**src/rtl/game_session_ctrl.sv**
```systemverilog
// Session controller behind the ID handler: runs one player's login session, scores rounds
// from hit/miss pulses and keeps a 32-entry per-player high-score table.
`timescale 1ns/1ps
module game_session_ctrl #(
    parameter int unsigned TIMEOUT_CYCLES = 50_000_000,
    parameter int unsigned LIVES          = 3,
    parameter int unsigned SCORE_W        = 8
) (
    input  logic               clk,
    input  logic               rst,
    input  logic               MatchedID,
    input  logic [4:0]         PlayerAddress,
    input  logic               StartButton,
    input  logic               LogoutButton,
    input  logic               HitPulse,
    input  logic               MissPulse,
    output logic               LogoutCommand_from_GC,
    output logic               GameActive,
    output logic [SCORE_W-1:0] Score,
    output logic [SCORE_W-1:0] HighScore,
    output logic               NewHighScore
);

    localparam int unsigned        TimerW    = $clog2(TIMEOUT_CYCLES);
    localparam logic [TimerW-1:0]  TimerLast = TimerW'(TIMEOUT_CYCLES - 1);
    localparam logic [TimerW-1:0]  TimerOne  = TimerW'(1);
    localparam logic [2:0]         LivesInit = 3'(LIVES);
    localparam logic [SCORE_W-1:0] ScoreMax  = '1;
    localparam logic [SCORE_W-1:0] ScoreOne  = SCORE_W'(1);

    typedef enum logic [2:0] {
        StIdle, StReady, StPlay, StUpdate, StLogout, StWaitClr
    } state_e;

    state_e             r_state, w_state_nxt;
    logic [4:0]         r_addr, w_addr_nxt;
    logic [TimerW-1:0]  r_timer, w_timer_nxt;
    logic [2:0]         r_lives, w_lives_nxt;
    logic               r_logout_pend, w_logout_pend_nxt;
    logic [SCORE_W-1:0] r_score, w_score_nxt;
    logic               r_new_hs, w_new_hs_nxt;
    logic [SCORE_W-1:0] r_high_score;
    logic               r_logout_cmd;
    logic [SCORE_W-1:0] r_table [32];

    logic w_timeout;
    logic w_beat;
    logic w_tbl_we;

    assign w_timeout = (r_timer == TimerLast);
    assign w_beat    = (r_score > r_table[r_addr]);

    always_comb begin
        w_state_nxt       = r_state;
        w_addr_nxt        = r_addr;
        w_timer_nxt       = r_timer;
        w_lives_nxt       = r_lives;
        w_logout_pend_nxt = r_logout_pend;
        w_score_nxt       = r_score;
        w_new_hs_nxt      = r_new_hs;
        w_tbl_we          = 1'b0;
        unique case (r_state)
            StIdle: begin
                if (MatchedID) begin
                    w_addr_nxt   = PlayerAddress;
                    w_score_nxt  = '0;
                    w_new_hs_nxt = 1'b0;
                    w_timer_nxt  = '0;
                    w_state_nxt  = StReady;
                end
            end
            StReady: begin
                if (!MatchedID) begin
                    w_state_nxt = StIdle;
                end else if (LogoutButton || w_timeout) begin
                    w_state_nxt = StLogout;
                end else if (StartButton) begin
                    w_timer_nxt  = '0;
                    w_new_hs_nxt = 1'b0;
                    w_score_nxt  = '0;
                    w_lives_nxt  = LivesInit;
                    w_state_nxt  = StPlay;
                end else begin
                    w_timer_nxt = r_timer + TimerOne;
                end
            end
            StPlay: begin
                // An unsolicited drop leaves the round unrecorded and the score on display.
                if (!MatchedID) begin
                    w_state_nxt = StIdle;
                end else if (LogoutButton || w_timeout) begin
                    w_logout_pend_nxt = 1'b1;
                    w_state_nxt       = StUpdate;
                end else begin
                    if (HitPulse && (r_score != ScoreMax)) begin
                        w_score_nxt = r_score + ScoreOne;
                    end
                    if (MissPulse) begin
                        w_lives_nxt = r_lives - 3'd1;
                        if (r_lives == 3'd1) begin
                            w_state_nxt = StUpdate;
                        end
                    end
                    w_timer_nxt = (HitPulse || MissPulse) ? '0 : r_timer + TimerOne;
                end
            end
            StUpdate: begin
                if (w_beat) begin
                    w_tbl_we     = 1'b1;
                    w_new_hs_nxt = 1'b1;
                end
                if (r_logout_pend) begin
                    w_state_nxt = StLogout;
                end else begin
                    w_timer_nxt = '0;
                    w_state_nxt = StReady;
                end
            end
            StLogout: begin
                w_logout_pend_nxt = 1'b0;
                w_state_nxt       = StWaitClr;
            end
            StWaitClr: begin
                if (!MatchedID) begin
                    w_state_nxt = StIdle;
                end
            end
            default: w_state_nxt = StIdle;
        endcase
    end

    always_ff @(posedge clk or posedge rst) begin
        if (rst) begin
            r_state       <= StIdle;
            r_addr        <= '0;
            r_timer       <= '0;
            r_lives       <= '0;
            r_logout_pend <= 1'b0;
            r_score       <= '0;
            r_new_hs      <= 1'b0;
            r_high_score  <= '0;
            r_logout_cmd  <= 1'b0;
            for (int i = 0; i < 32; i++) begin
                r_table[i] <= '0;
            end
        end else begin
            r_state       <= w_state_nxt;
            r_addr        <= w_addr_nxt;
            r_timer       <= w_timer_nxt;
            r_lives       <= w_lives_nxt;
            r_logout_pend <= w_logout_pend_nxt;
            r_score       <= w_score_nxt;
            r_new_hs      <= w_new_hs_nxt;
            // Bypass the write so HighScore shows a new record alongside NewHighScore.
            r_high_score  <= w_tbl_we ? r_score : r_table[r_addr];
            r_logout_cmd  <= (r_state == StLogout);
            if (w_tbl_we) begin
                r_table[r_addr] <= r_score;
            end
        end
    end

    assign LogoutCommand_from_GC = r_logout_cmd;
    assign GameActive            = (r_state == StPlay);
    assign Score                 = r_score;
    assign HighScore             = r_high_score;
    assign NewHighScore          = r_new_hs;

endmodule

```
**config.mk**
```make
export PLATFORM = sky130hd
export DESIGN_NAME = game_session_ctrl
export DESIGN_NICKNAME = d
export VERILOG_FILES = /design/src/rtl/game_session_ctrl.sv
export SDC_FILE = /design/constraint.sdc
export NUM_CORES = 1
export LEC_CHECK = 0
export BUFFER_PORTS_ARGS = -buffer_cell sky130_fd_sc_hd__buf_2
export CORE_MARGIN = 2
export CORE_UTILIZATION = 38
export CTS_BUF_LIST = sky130_fd_sc_hd__clkbuf_16
export DETAILED_ROUTE_END_ITERATION = 10
export HOLD_SLACK_MARGIN = 0.03
export PLACE_DENSITY = 0.62
export SYNTH_ARGS = -nofsm -noshare
export SYNTH_HDL_FRONTEND = slang
export SYNTH_SLANG_ARGS = --single-unit
```
**constraint.sdc**
```tcl
create_clock -name clk -period 19.7 [get_ports clk]
set_clock_uncertainty 0.1 [all_clocks]
set_input_delay 0.985 -clock clk [delete_from_list [all_inputs] [get_ports clk]]
set_output_delay 0.985 -clock clk [all_outputs]
set_load 0.01 [all_outputs]
```
==> Word-level counts from Yosys, hierarchy flattened <==
Cells that the tools add are included.
W data, S select, Z words.
{ "word_totals": {"in_bits": 12, "word_cells": 141, "reg_bits": 312} }
{ "classes": {"n_bitwise": 1, "mux": 53, "reduce_logical": 17, "add_sub_neg": 3, "order_cmp": 3, "eq_ne": 23} }
{ "ops": {"columns": ["op", "count"], "rows": [
  ["$bwmux W256", 1],
  ["$mux W26", 8],
  ["$pmux W26 S4", 1],
  ["$mux W8", 11],
  ["$mux W3", 16],
  ["$bmux W8 S5", 1],
  ["$demux W8 S5", 1],
  ["$add A26 B1 Y26 const B", 1],
  ["$eq A26 B26 Y1 const B", 1],
  ["$pmux W8 S3", 1],
  ["$ne A2 B2 Y1 const B", 10],
  ["$pmux W3 S6", 1],
  ["$reduce_and A7 Y1", 2],
  ["$mux W1", 9],
  ["$add A8 B1 Y8 const B", 1],
  ["$gt A8 B8 Y1", 1],
  ["$ne A8 B8 Y1 const B", 1],
  ["$reduce_and A8 Y1", 1],
  ["$eq A3 B1 Y1 const B", 2],
  ["$eq A3 B2 Y1 const B", 2],
  ["$eq A3 B3 Y1 const B", 2],
  ["$ge A6 B6 Y1 const B", 1],
  ["$lt A6 B1 Y1 const B", 1],
  ["$not A5 Y6", 1],
  ["18 further kinds", 23]
]} }

==> Depth between registers and ports, before layout <==
Gate-level depths: netlist (run 1).
{ "logic_depth": {"ltp_word": 8, "ltp_mapped": 15, "ltp_nobuf": 10} }

==> Least setup slack after synthesis (run 1) <==
No wires, ideal clock.
{ "synth_timing": {"path_kind": "register to register", "startpoint": "register r_addr[1]", "endpoint": "register r_high_score[0], in the netlist HighScore[0]", "setup_ns": 0.125, "stages_incl_launch_ff": 13, "path_slack_ns": 15.966, "n_path_buf": 3, "arrival_time_ns": 3.510, "period_less_slack_ns": 3.734, "path_cell_list": "dfrtp_1 buf_2 clkbuf_1 mux2i_1 o22ai_1 or4_1 nor2_1 ha_1 a21oi_1 o21ai_1 clkbuf_1 o21ai_2 mux2_2"} }
{ "synth_via": {"elab_chain_len": 8} }
{ "synth_rtl": {"columns": ["item", "line_no", "text"], "rows": [
  ["start, declared", "36", "logic [4:0] r_addr, w_addr_nxt;"],
  ["start signal, assigned", "148", "r_addr <= w_addr_nxt;"],
  ["$not A5 Y6 (not written as such) (*)", "51, 155", null],
  ["$bmux W8 S5 (*)", "51, 155", null],
  ["$mux W8 (not written as such) (*) (2 in a row)", "51, 155", null],
  ["$gt A8 B8 Y1", "51", "assign w_beat = (r_score > r_table[r_addr]);"],
  ["$mux W1", "108", "if (w_beat) begin"],
  ["$mux W1", "62", "unique case (r_state)"],
  ["$mux W8 (*)", "155", "r_high_score <= w_tbl_we ? r_score : r_table[r_addr];"],
  ["end signal, assigned", "155", null],
  ["end, declared", "42", "logic [SCORE_W-1:0] r_high_score;"]
]} }
Every way passes the cells marked *; elsewhere a longest branch is shown, timed or not. The select of a mux whose other input is x is not followed.
A chain may end at the register's enable or synchronous reset.

==> Worst setup path after layout (run 1) <==
{ "layout_timing": {"startpoint": "register r_addr[1]", "endpoint": "register r_table[17] (netlist name)"} }
{ "layout_via": {"elab_chain_len": 7} }
{ "layout_rtl": {"columns": ["item", "line_no", "text"], "rows": [
  ["$not A5 Y6 (not written as such) (*)", "51, 158", null],
  ["$bmux W8 S5", "51", null],
  ["$mux W8 (not written as such) (2 in a row)", "51", null],
  ["$gt A8 B8 Y1", "51", null],
  ["$mux W1", "108", null],
  ["$mux W1", "62", null],
  ["end signal, assigned by index", "158", "r_table[r_addr] <= r_score;"],
  ["end, declared", "44", "logic [SCORE_W-1:0] r_table [32];"]
]} }
Marks and branches as above.

==> reports/metrics.csv, run 1 <==
metric,value,unit
Logic pwr share,0.175,
internal power,1.20,mW
Critical R2R Capture,r_table[17],
mux cell area share after synthesis,0.277,
router iterations before antenna repair,5,
worst r2r path cells,11,
worst hold path class,reg2reg,
largest net degree at the start of global routing,173,
Core ar.,40600,um^2
Via density,5.85,
ant diodes,0,
Area Overhead vs Synth,11.4,%
Mapped Avg Cell Area,12.6,um^2
Die H,207,um
Port Buffers,30,
P per Cell Area,98.9,nW/um^2
routability congestion estimate,0.877,
reported max-cap violation count,0,
largest family of logic cells by synthesized area,multiplexers,
CTS resizes,0,
total CTS buffers,36,
share of post-route cells with drive strength above 1,0.330,
sw power,520,uW
"Reg clk slew, reported paths",0.06,ns
GRT Total Usage,0.189,
CTS tree,done,
worst vdd ir,0.0787,mV
Initial Util,0.384,
Synth Area in Compound Gates,0.101,
hold_ws,0.402,ns
Critical Path Start Type,flip-flop,
top post-synthesis cells by area,"dfrtp_1, mux2_2, mux2i_1",
Post-route DRC,0,
Yosys warnings,0,
number of synthesized flops with an enable pin,0,
Synth Area in XOR/XNOR,0,
Tcrit/Tclk final,0.279,
slew margin rel.,0.194,
switch share,0.303,
Post-Synth Simple-Gate Area,0.0785,
setup total negative slack,0,ns
Nets,1250,
Post CTS Setup Buffer Count,0,
Final Critical Period,5.50,ns
netlist area before placement,15600,um^2
"Hold-fix buffers, CTS",0,
dominant cell type by area after synthesis,dfrtp_1,
final setup fails,0,
first-pass GRT wire length,62.0,mm
Synth Net Count,1263,
CP required,20.01,ns
Seq pwr share,0.415,
Worst Setup Path Type,reg2reg,
Leak,8.25,nW
antenna-violating nets left,0,
GR Overflow Total,0,
row cnt,74,
unrepaired setup endpoints after global routing,no,
share of power burned in the clock network,0.410,
root buf cell,clkbuf_16,
overall routed net length,39.3,mm
final hold vios,0,
DP HPWL,24.6,mm
crit-path max FO,49,
Worst Tran Pin Value,1.21,ns
Hold Path Cell Cnt,1,
Synth Flop Type,dfrtp_1,
dpl cells,1720,
Hold Path Sink,r_table[50],
Synth Area in Adders,0.00963,
wire per inst,22.1,um
status,"finished, final reports clean",
critical path endpoint category,flip-flop,
Synth cell types,65,
vias in the first global route,10400,
max-slew violations,0,
via count,10400,
Worst-Skew Late Latency,0.53,ns
"Seq/Total Area, Yosys",0.501,
async set or reset register ratio after synthesis,1.00,
CTS sink count,312,
Max clock buf depth,3,
Yosys top cell area share,0.501,
initial antenna violation count,1,
critical path arrival,5.82,ns
H-tree lvl count,2,
Hold Crit Start,r_table[50],
flop2flop setup slack,14.20,ns
Final Non-Filler Cells,1783,
I/O pin count,31,
Detailed Route Iter0 Violations,665,
DIE AREA,42700,um^2
Mapped Cells,1239,
"Power, Total",1.72,mW
Die X,207,um
max frequency,182,MHz
#FFs+latches synth,312,
Worst R2R Start,r_addr[1],
layout make-up:
| cell class | instances | area [um^2] |
|---|---|---|
| well taps | 532 | 666 |
| clock inverters | 26 | 310 |
| fillers | 3718 | 23300 |
| flip-flops and latches | 312 | 7810 |
| repair buffers | 48 | 298 |
| multi-input cells | 810 | 7280 |
| inverters | 18 | 75.1 |
| clock buffers | 37 | 926 |
cell families after synthesis:
logic type,after synthesis
mux,398
flops,312
compound gates,203
simple gates,197
buf+inv,117
fa+ha+maj,12
synthesized netlist by cell type (8+ instances only):
cell type,count
o22ai_1,64
mux2i_1,136
nand2_1,27
nand4_1,12
nand2b_1,14
nand3_1,15
a31oi_1,42
inv_1,18
o21ai_0,18
o2111ai_2,29
nor4_1,8
buf_4,10
or4_1,18
and3_1,11
a21oi_1,11
mux2_2,262
ha_1,12
clkbuf_1,59
dfrtp_1,312
nor2_1,27
buf_2,26
worst max path at each step:
stage               startpoint      endpoint  slack [ns]
global placement     r_addr[1]   r_table[16]       14.30
global route         r_addr[1]   r_table[17]       13.97
floorplan                  rst  HighScore[0]        9.99
finish               r_addr[1]   r_table[17]       14.20
detailed placement   r_addr[1]   r_table[17]       14.25
CTS                  r_addr[1]   r_table[17]       14.23
metal layers:
| layer | up-vias | global-route usage | share of wire |
|---|---|---|---|
| met4 | 0 | 0.0707 | 0.033 |
| met3 | 68 | 0.0306 | 0.042 |
| met5 | - | 0 | 0 |
| li1 | 4716 | - | - |
| met1 | 5424 | 0.264 | 0.46 |
| met2 | 221 | 0.295 | 0.46 |
through the flow:
step / instance area [um^2] / utilization / worst slack, ns
global placement: 16100 / 0.397 / 14.30
finish: 17400 / 0.427 / 14.20
floorplan: 15600 / - / 9.99
CTS: 17400 / 0.427 / 14.23
detailed placement: 16100 / 0.397 / 14.25
global route: 17400 / 0.427 / 13.97
state kept, by name, indices dropped and copies added (netlist names), 3 cells and up:
register and count:
r_addr 5, r_table 256, r_timer 26, r_lives 3
Score 8, r_state 3, HighScore 8
critical path, stage by stage, from the launching register on:
cell	delay, ns
dfrtp_4	0.83
buf_4	0.80
mux2i_1	0.35
o22ai_1	0.20
or4_1	0.60
nor2_1	0.28
ha_1	0.33
a21oi_1	0.24
a21oi_4	0.08
buf_4	0.29
o2111ai_1	0.81
mux2_2	0.41
layout by cell type (no fill, tap or decap), types with 10 or more instances in the layout:
| cell | n |
|---|---|
| a21oi_1 | 10 |
| mux2i_1 | 136 |
| clkbuf_16 | 37 |
| and3_1 | 11 |
| buf_4 | 17 |
| nand3_1 | 15 |
| ha_1 | 12 |
| mux2_2 | 262 |
| o22ai_1 | 64 |
| nor2_1 | 27 |
| nand2_1 | 27 |
| nand4_1 | 12 |
| o21ai_0 | 18 |
| a31oi_1 | 42 |
| inv_1 | 19 |
| or4_1 | 18 |
| dfrtp_1 | 311 |
| buf_2 | 30 |
| o2111ai_2 | 29 |
| nand2b_1 | 14 |
power groups by stage:
stage / clock (mW) / combinational, mW / sequential (mW)
floorplan: 0 / 0.274 / 0.675
global placement: 0 / 0.299 / 0.722
detailed placement: 0 / 0.300 / 0.722
CTS: 0.717 / 0.301 / 0.711
global route: 0.744 / 0.318 / 0.717
finish: 0.704 / 0.301 / 0.713
No activity file was read; power rests on OpenSTA's default activity.
==> run 2: changes to the inputs <==
Clock period 19.7 ns to 5.4 ns, I/O delays scaled along.
==> run 2 against run 1 <==
Sequential power grew to 3.6 times the previous value; clock power grew to 3.4 times the previous value; global-route usage grew 0.64 points; count of clock-buffer cells in the layout shrank 2; die area is the same; hold slack lost 0.33 ns; combinational power grew to 4.0 times the previous value; critical path type unchanged; critical endpoint is now r_table[96]; largest cell class unchanged.
==> reports/metrics.csv, run 2 (synthesis results as in run 1) <==
metric,value,unit
status,"finished, final reports clean",
GRT Total Usage,0.195,
WP buf/inv,2,
Worst Tran Pin Value,1.17,ns
crit-path max FO,26,
antenna-violating nets left,0,
Leak,8.33,nW
dpl cells,1735,
overall routed net length,40.9,mm
CP max stage delay,0.85,ns
share of post-route cells with drive strength above 1,0.330,
initial antenna violation count,0,
Final Non-Filler Cells,1806,
critical path endpoint category,flip-flop,
Largest register FFs,256,
Top reg by flops,r_table,
I/O pin count,31,
most frequent CP cell,buf_4,
critical path arrival,5.35,ns
Initial Util,0.384,
largest net degree at the start of global routing,75,
wire per inst,22.6,um
total CTS buffers,35,
setup total negative slack,0,ns
worst vdd ir,0.276,mV
final setup fails,0,
"most common cell after layout, fill and taps aside",dfrtp_1,
CTS resizes,0,
DP HPWL,27.0,mm
row cnt,74,
first-pass GRT wire length,63.5,mm
top cell family by delay on the critical path,compound AO/OA/AOI/OAI gates,
vias in the first global route,10400,
worst hold path class,in2reg,
Tcrit/Tclk final,0.937,
max frequency,198,MHz
Post-route DRC,0,
highest-count cells in the layout ignoring fill and taps,"dfrtp_1, mux2_2, mux2i_1, o22ai_1, a31oi_1",
final hold vios,0,
GR Overflow Total,0,
Core ar.,40600,um^2
P per Cell Area,350,nW/um^2
Worst Setup Path Type,reg2reg,
routability congestion estimate,0.919,
CTS sink count,312,
DIE AREA,42700,um^2
ant diodes,0,
"Reg clk slew, reported paths",0.06,ns
via count,10600,
Die H,207,um
Detailed Route Iter0 Violations,661,
CTS tree,done,
Port Buffers,30,
Area Overhead vs Synth,12.3,%
unrepaired setup endpoints after global routing,no,
Final Critical Period,5.06,ns
H-tree lvl count,2,
router iterations before antenna repair,5,
Nets,1274,
Critical Path Start Type,flip-flop,
root buf cell,clkbuf_16,
Via density,5.87,
Regs by FF count,"r_table x256, r_timer x26",
max-slew violations,0,
slew margin rel.,0.221,
CP required,5.69,ns
Crit-path slowest cell,a21oi_4,
Max clock buf depth,3,
Worst-Skew Late Latency,0.52,ns
cell chain of the critical path,buf_4 -> mux2i_1 -> o22ai_1 -> or4_1 -> nor2_1 -> ha_1 -> nor2b_1 -> o211ai_1 -> a21oi_4 -> buf_4 -> o2111ai_2 -> mux2_2,
Die X,207,um
reported max-cap violation count,0,
==> run 2: cell types whose count changed in the layout (fill, tap and decap cells not counted), moves of 2 or more <==
cell,previous run,this run
buf_4,17,29
dlygate4sd3_1,0,10
inv_1,19,26
clkinv_2,8,3
buf_12,1,4
bufinv_16,7,5
clkbuf_16,37,35
clkinvlp_4,1,3
inv_6,3,1
==> run 2: cell type report <==
cell class                 count  area (um^2)
tap                          532          666
clock buffer                  35          876
inverter                      18         71.3
timing repair buffer          73          548
clock inverter                26          250
sequential                   312         7810
fill                        3739        23100
multi-input combinational    810         7290
==> run 2: stage by stage <==
step                hold WS, ns  total power [mW]   util  setup slack (ns)  cell area [um^2]
finish                   0.0693              6.12  0.431             0.343             17500
global route             0.0621              6.36  0.431             0.197             17500
CTS                      0.0473              6.17  0.431             0.423             17500
detailed placement        0.392              3.78  0.401             0.439             16300
global placement          0.386              3.77  0.401             0.484             16300
floorplan                 0.322              3.46      -             0.875             15600
==> run 2: per-layer routing <==
layer  share of wire  vias to the layer above  GRT usage
met4           0.035                        0     0.0778
met3           0.059                       77     0.0350
met1            0.45                     5501      0.274
met2            0.46                      300      0.298
li1                -                     4731          -
met5               0                        -          0
==> run 2: worst paths after layout <==
path | slack [ns] | cells past startpoint | to | start
min reg2reg | 0.40 | 1 | r_table[210] | r_table[210]
min in group asynchronous | 0.43 | 3 | r_table[152] | rst
max | 0.34 | 12 | r_table[96] | r_addr[1]
max in group asynchronous | 3.30 | 4 | r_table[242] | rst
max reg2reg | 0.34 | 12 | r_table[96] | r_addr[1]
min | 0.07 | 3 | NewHighScore | StartButton
==> run 2: power breakdown <==
group	leakage [nW]	switching (mW)	internal, mW
Clock	0.578	0.949	1.42
Combinational	3.42	0.737	0.461
Sequential	4.34	0.174	2.38
Total	8.33	1.86	4.26
==> run 2: worst reg2reg max path: stages (launching register included) <==
cell and delay, ns:
dfrtp_4 0.69, buf_4 0.44, mux2i_1 0.49, o22ai_1 0.13, or4_1 0.43, nor2_1 0.28, ha_1 0.19, nor2b_1 0.13
o211ai_1 0.13, a21oi_4 0.85, buf_4 0.34, o2111ai_2 0.32, mux2_2 0.42
==> run 2: what timing repair did <==
action                                 4_1_cts  5_1_grt
setup endpoints to repair                    0        0
hold buffers                                10        0
setup buffers                                0        0
endpoints found under the hold margin       50        0
